===== config.mk =====
export PLATFORM = sky130hd
export DESIGN_NAME = sobel_edge_detect
export DESIGN_NICKNAME = d
export VERILOG_FILES = /design/src/rtl/sobel_edge_detect.sv
export SDC_FILE = /design/constraint.sdc
export NUM_CORES = 1
export LEC_CHECK = 0
export ABC_CLOCK_PERIOD_IN_PS = 8500
export BUFFER_PORTS_ARGS = -buffer_cell sky130_fd_sc_hd__clkbuf_2
export CORE_ASPECT_RATIO = 1.75
export CORE_MARGIN = 4
export CORE_UTILIZATION = 35
export DETAILED_ROUTE_END_ITERATION = 10
export PLACE_DENSITY = 0.63
export SLEW_MARGIN = 20
export SYNTH_ARGS = -nofsm -noshare
export SYNTH_HDL_FRONTEND = slang
export SYNTH_SLANG_ARGS = --single-unit

===== constraint.sdc =====
create_clock -name sclk -period 8.5 [get_ports sclk]
set_input_delay 1.7 -clock sclk [delete_from_list [all_inputs] [get_ports sclk]]
set_output_delay 1.7 -clock sclk [all_outputs]
set_load 0.01 [all_outputs]

===== src/rtl/sobel_edge_detect.sv =====
// Sobel |Gx|+|Gy| edge detector on a 3x3 window stream, 3-cycle pipeline,
// binary RGB565 output with blanking of the incomplete-window border.
module sobel_edge_detect #(
  parameter logic [10:0] THRESHOLD = 11'd40,
  parameter int          COL_W     = 11,
  parameter int          ROW_W     = 10
) (
  input  logic        sclk,
  input  logic        s_rst,
  input  logic        frame_vsync,
  input  logic        process_href,
  input  logic        process_wrreq,
  input  logic [7:0]  matrix_p11,
  input  logic [7:0]  matrix_p12,
  input  logic [7:0]  matrix_p13,
  input  logic [7:0]  matrix_p21,
  input  logic [7:0]  matrix_p22,
  input  logic [7:0]  matrix_p23,
  input  logic [7:0]  matrix_p31,
  input  logic [7:0]  matrix_p32,
  input  logic [7:0]  matrix_p33,
  output logic        sobel_href,
  output logic        sobel_wrreq,
  output logic [15:0] sobel_wrdata
);

  localparam logic [COL_W-1:0] COL_ONE = COL_W'(1);
  localparam logic [ROW_W-1:0] ROW_ONE = ROW_W'(1);

  // Reset asserts asynchronously, releases two clocks after s_rst falls
  logic [1:0] rst_sync_q;
  logic       rst;

  always_ff @(posedge sclk or posedge s_rst) begin
    if (s_rst) rst_sync_q <= 2'b11;
    else       rst_sync_q <= {rst_sync_q[0], 1'b0};
  end

  assign rst = rst_sync_q[1];

  logic [COL_W-1:0] col_cnt_q, col_cnt_d;
  logic [ROW_W-1:0] row_cnt_q, row_cnt_d;
  logic             href_q;

  logic [9:0]  gx_p_d, gx_n_d, gy_p_d, gy_n_d;
  logic [9:0]  gx_p_q, gx_n_q, gy_p_q, gy_n_q;
  logic        border_d;
  logic        border1_q, href1_q, wrreq1_q;

  logic [9:0]  gx_abs_d, gy_abs_d, gx_abs_q, gy_abs_q;
  logic        border2_q, href2_q, wrreq2_q;

  logic [10:0] sum_d;
  logic [15:0] wrdata_d, wrdata_q;
  logic        href3_q, wrreq3_q;

  always_comb begin
    col_cnt_d = col_cnt_q;
    if (!process_href)
      col_cnt_d = '0;
    else if (process_wrreq && (col_cnt_q != '1))
      col_cnt_d = col_cnt_q + COL_ONE;

    row_cnt_d = row_cnt_q;
    if (frame_vsync)
      row_cnt_d = '0;
    else if (href_q && !process_href && (row_cnt_q != '1))
      row_cnt_d = row_cnt_q + ROW_ONE;
  end

  always_comb begin
    gx_p_d   = {2'b00, matrix_p13} + {1'b0, matrix_p23, 1'b0} + {2'b00, matrix_p33};
    gx_n_d   = {2'b00, matrix_p11} + {1'b0, matrix_p21, 1'b0} + {2'b00, matrix_p31};
    gy_p_d   = {2'b00, matrix_p31} + {1'b0, matrix_p32, 1'b0} + {2'b00, matrix_p33};
    gy_n_d   = {2'b00, matrix_p11} + {1'b0, matrix_p12, 1'b0} + {2'b00, matrix_p13};
    border_d = (col_cnt_q < COL_W'(2)) || (row_cnt_q < ROW_W'(2));

    gx_abs_d = (gx_p_q >= gx_n_q) ? (gx_p_q - gx_n_q) : (gx_n_q - gx_p_q);
    gy_abs_d = (gy_p_q >= gy_n_q) ? (gy_p_q - gy_n_q) : (gy_n_q - gy_p_q);

    sum_d    = {1'b0, gx_abs_q} + {1'b0, gy_abs_q};
    wrdata_d = (!border2_q && (sum_d > THRESHOLD)) ? 16'hFFFF : 16'h0000;
  end

  always_ff @(posedge sclk or posedge rst) begin
    if (rst) begin
      col_cnt_q <= '0;
      row_cnt_q <= '0;
      href_q    <= 1'b0;
      gx_p_q    <= '0;
      gx_n_q    <= '0;
      gy_p_q    <= '0;
      gy_n_q    <= '0;
      border1_q <= 1'b0;
      href1_q   <= 1'b0;
      wrreq1_q  <= 1'b0;
      gx_abs_q  <= '0;
      gy_abs_q  <= '0;
      border2_q <= 1'b0;
      href2_q   <= 1'b0;
      wrreq2_q  <= 1'b0;
      wrdata_q  <= '0;
      href3_q   <= 1'b0;
      wrreq3_q  <= 1'b0;
    end else begin
      col_cnt_q <= col_cnt_d;
      row_cnt_q <= row_cnt_d;
      href_q    <= process_href;
      gx_p_q    <= gx_p_d;
      gx_n_q    <= gx_n_d;
      gy_p_q    <= gy_p_d;
      gy_n_q    <= gy_n_d;
      border1_q <= border_d;
      href1_q   <= process_href;
      wrreq1_q  <= process_wrreq;
      gx_abs_q  <= gx_abs_d;
      gy_abs_q  <= gy_abs_d;
      border2_q <= border1_q;
      href2_q   <= href1_q;
      wrreq2_q  <= wrreq1_q;
      wrdata_q  <= wrdata_d;
      href3_q   <= href2_q;
      wrreq3_q  <= wrreq2_q;
    end
  end

  assign sobel_href   = href3_q;
  assign sobel_wrreq  = wrreq3_q;
  assign sobel_wrdata = wrdata_q;

endmodule


==> reports/qor.yml <==
timing:
  hold_viol: 0
  clock_skew_ns: 0.008466
  slew_violations: 0
  worst_slew_pin_slew_ns: 0.9057
  fmax_mhz: 276.4
  post-route-period-util_pct: 42.57
  relSlewSlack_pct: 39.42
  timing.hold.ws_ns: 0.3472
  tns_ns: 0
  rsz0062_at_grt: "false"
  finalCriticalPeriod_ns: 3.618
  finalSetupViolCount: 0
cts:
  clk_latency_ns: 0.34
  root_buffer: "clkbuf_16"
  htree_levels: 3
  cts_hold_buffers: 0
  cts_buffers: 9
  cts_sinks: 92
  cts_tree: "built"
  clk_pin_slew_worst_paths_ns: 0.06
  clockBufferDepth: 2
  cts_resized: 0
  post_cts_buffers: 0
floorplanning:
  fp-row-count: 67
  die_h_um: 194.4
  core_mm2: 0.01936
  ios: 95
  dieArea_mm2: 0.02225
  die_w_um: 114.5
  initial_core_util_pct: 35.87
worst_setup_path:
  cp_top_family: "adder cells"
  cp_num_buf_inv: 2
  required_ns: 8.72
  start_kind: "input port"
  r2r.worst_path.cells: 7
  arrival_ns: 3.84
  slowest_delay_ns: 0.55
  crit_path_cell_trace: "clkbuf_2, fa_1, ha_1, inv_1, fa_1, nor2b_1, o21ai_0, nand2b_1, a21o_1, a21oi_1, o21ai_0"
  criticalPathCategory: "in2reg"
  cp-end-kind: "flop"
  crit_cells: 11
  slowest_stage: "fa_1"
  critPathMaxFanout: 2
finish:
  multi_input_area_mm2: 0.004197
  seq_area_mm2: 0.002305
  area.growth.synth_to_final_pct: 12.36
  finish.utilization_pct: 40.31
  antenna_cells: 0
  final_nets: 962
  fillers: 1892
  fin_cells: 1007
  drive_gt1_share_pct: 14.88
logic_synthesis:
  synth_edf_count: 0
  avgSynthCellArea_um2: 10.08
  synth_top_cells_by_count: "90 x dfrtp_1, 86 x ha_1, 73 x inv_1"
  synth.most_common_cell: "dfrtp_1"
  yosysTopAreaCellShare_pct: 32.42
  ys_seq_area_share_pct: 33.18
  yosysTopAreaCell: "dfrtp_1"
  synth_nets: 889
  ys_async_sr_fraction_pct: 100.0
  synthFlopType: "dfrtp_1"
  synthesis.instances: 689
  ys_types: 60
  synth_area_mm2: 0.006947
  ys_ff_latch: 92
  ys.warnings.count: 0
  synth_area_leaders: "dfrtp_1 32%, ha_1 15%, fa_1 11%, xnor2_1 4.5%, inv_1 3.9%"
global_route:
  grt_antenna_before_repair: 0
  grt-ovfl-total: 0
  track_usage_pct: 13.77
  grt_pass1_wl_mm: 24.00
  grt_pass1_vias: 5169
  grt_max_degree: 91
placement:
  routabilityCongestion: 0.8830
  portBuffers: 86
  dpl.cell_count: 992
  dp_hpwl_mm: 12.51
power_and_ir_drop:
  p_int_mw: 1.422
  max-vdd-ir-drop_mv: 0.1409
  pwr-share-clk_pct: 15.1
  powerDensity_mw_per_mm2: 321.5
  switching_share_pct: 43.33
  power_frac_comb_pct: 59.9
  p_sw_mw: 1.087
  sequentialPowerShare_pct: 25.0
  p_total_mw: 2.509
  p_leak_nw: 3.826
drt:
  drt_iter0_drc: 170
  wl_per_cell_um: 14.49
  wl_mm: 14.59
  ant_nets: 0
  avgViaCountPerCell: 5.013
  drcViolationCount: 0
  vias: 5048
  dr.pass1.iters: 4
hold_path:
  hp-class: "reg2reg"
  holdPathStages: 0
job:
  drv_cap: 0
outcome:
  status: "completed"
## per-layer routing
layer / share of wire, % / global-route usage (%) / up-vias
li1: - / - / 2475
met1: 34 / 12.82 / 2416
met2: 55 / 26.16 / 123
met3: 4.6 / 2.707 / 34
met4: 6.2 / 8.939 / 0
met5: 0 / 0 / -
## kinds of logic (layout without fill, tap and decap cells)
group | Yosys count | count (layout) | synth area share [%]
AOI/OAI and AO/OA | 133 | 133 | 12.46
xor gates and xnor gates | 58 | 58 | 7.313
adders and majority gates | 123 | 123 | 26.15
buffers and inverters | 98 | 175 | 6.412
DFF | 92 | 92 | 33.18
muxes | 15 | 15 | 2.161
other | 1 | 1 | 0.05398
and+or+nand+nor | 169 | 169 | 12.27
## through the flow
| stage | setup WS (ns) | instance area [µm²] |
|---|---|---|
| global route | 4.728 | 7805 |
| detailed placement | 4.517 | 7516 |
| global placement | 4.522 | 7516 |
| finish | 4.882 | 7805 |
| CTS | 4.868 | 7801 |
| floorplan | 4.853 | 6947 |
## cell type report
cell class	count	area share, %
Clock inverter	4	0.4168
Sequential cell	92	29.53
Multi-Input combinational cell	499	53.77
Timing Repair Buffer	87	5.659
Inverter	73	3.527
Tap cell	241	3.863
Clock buffer	11	3.238
## worst paths after layout
| check | startpoint | to | slack, ns |
|---|---|---|---|
| max reg2reg | gx_p_q[3] | gx_abs_q[7] | 5.63 |
| min | wrreq2_q | sobel_wrreq | 0.35 |
| min reg2reg | wrreq2_q | sobel_wrreq | 0.35 |
| max | matrix_p31[1] | gy_p_q[9] | 4.88 |
| min in group asynchronous | rst_sync_q[1] | row_cnt_q[1] | 0.47 |
| max in group asynchronous | s_rst | rst_sync_q[1] | 7.13 |
## power by group through the flow
stage	sequential (mW)	clock [mW]	combinational, mW
floorplan	0.619	0	1.18
global route	0.643	0.411	1.68
finish	0.628	0.379	1.50
detailed placement	0.640	0	1.51
global placement	0.636	0	1.49
CTS	0.631	0.389	1.51
## worst register-to-register path, delay by kind of cell (launching register included)
family | cells | cell delay [ns]
muxes | 1 | 0.30
buffers and inverters | 1 | 0.05
DFF | 1 | 0.34
AOI/OAI and AO/OA | 3 | 1.23
adders and majority gates | 1 | 0.41
xor gates and xnor gates | 1 | 0.41
## sequential cells by signal (all words and copies together), names as in the netlist, 2 cells and up
signal	cells
gx_abs_q	10
gy_p_q	10
row_cnt_q	10
gy_abs_q	10
gx_n_q	10
gx_p_q	10
gy_n_q	10
rst_sync_q	2
col_cnt_q	11
## placed cells by master, fill, tap and decap left out, types with 12 or more instances in the layout
master	count
nor2_1	51
mux2i_1	15
xnor2_1	36
dfrtp_1	90
a21oi_1	46
clkbuf_2	86
ha_1	86
nor3_1	17
fa_1	37
nor2b_1	12
inv_1	72
o21ai_0	22
a21o_1	12
xor2_1	22
nand2_1	28
Note: power is estimated with default switching activity, not from simulation.
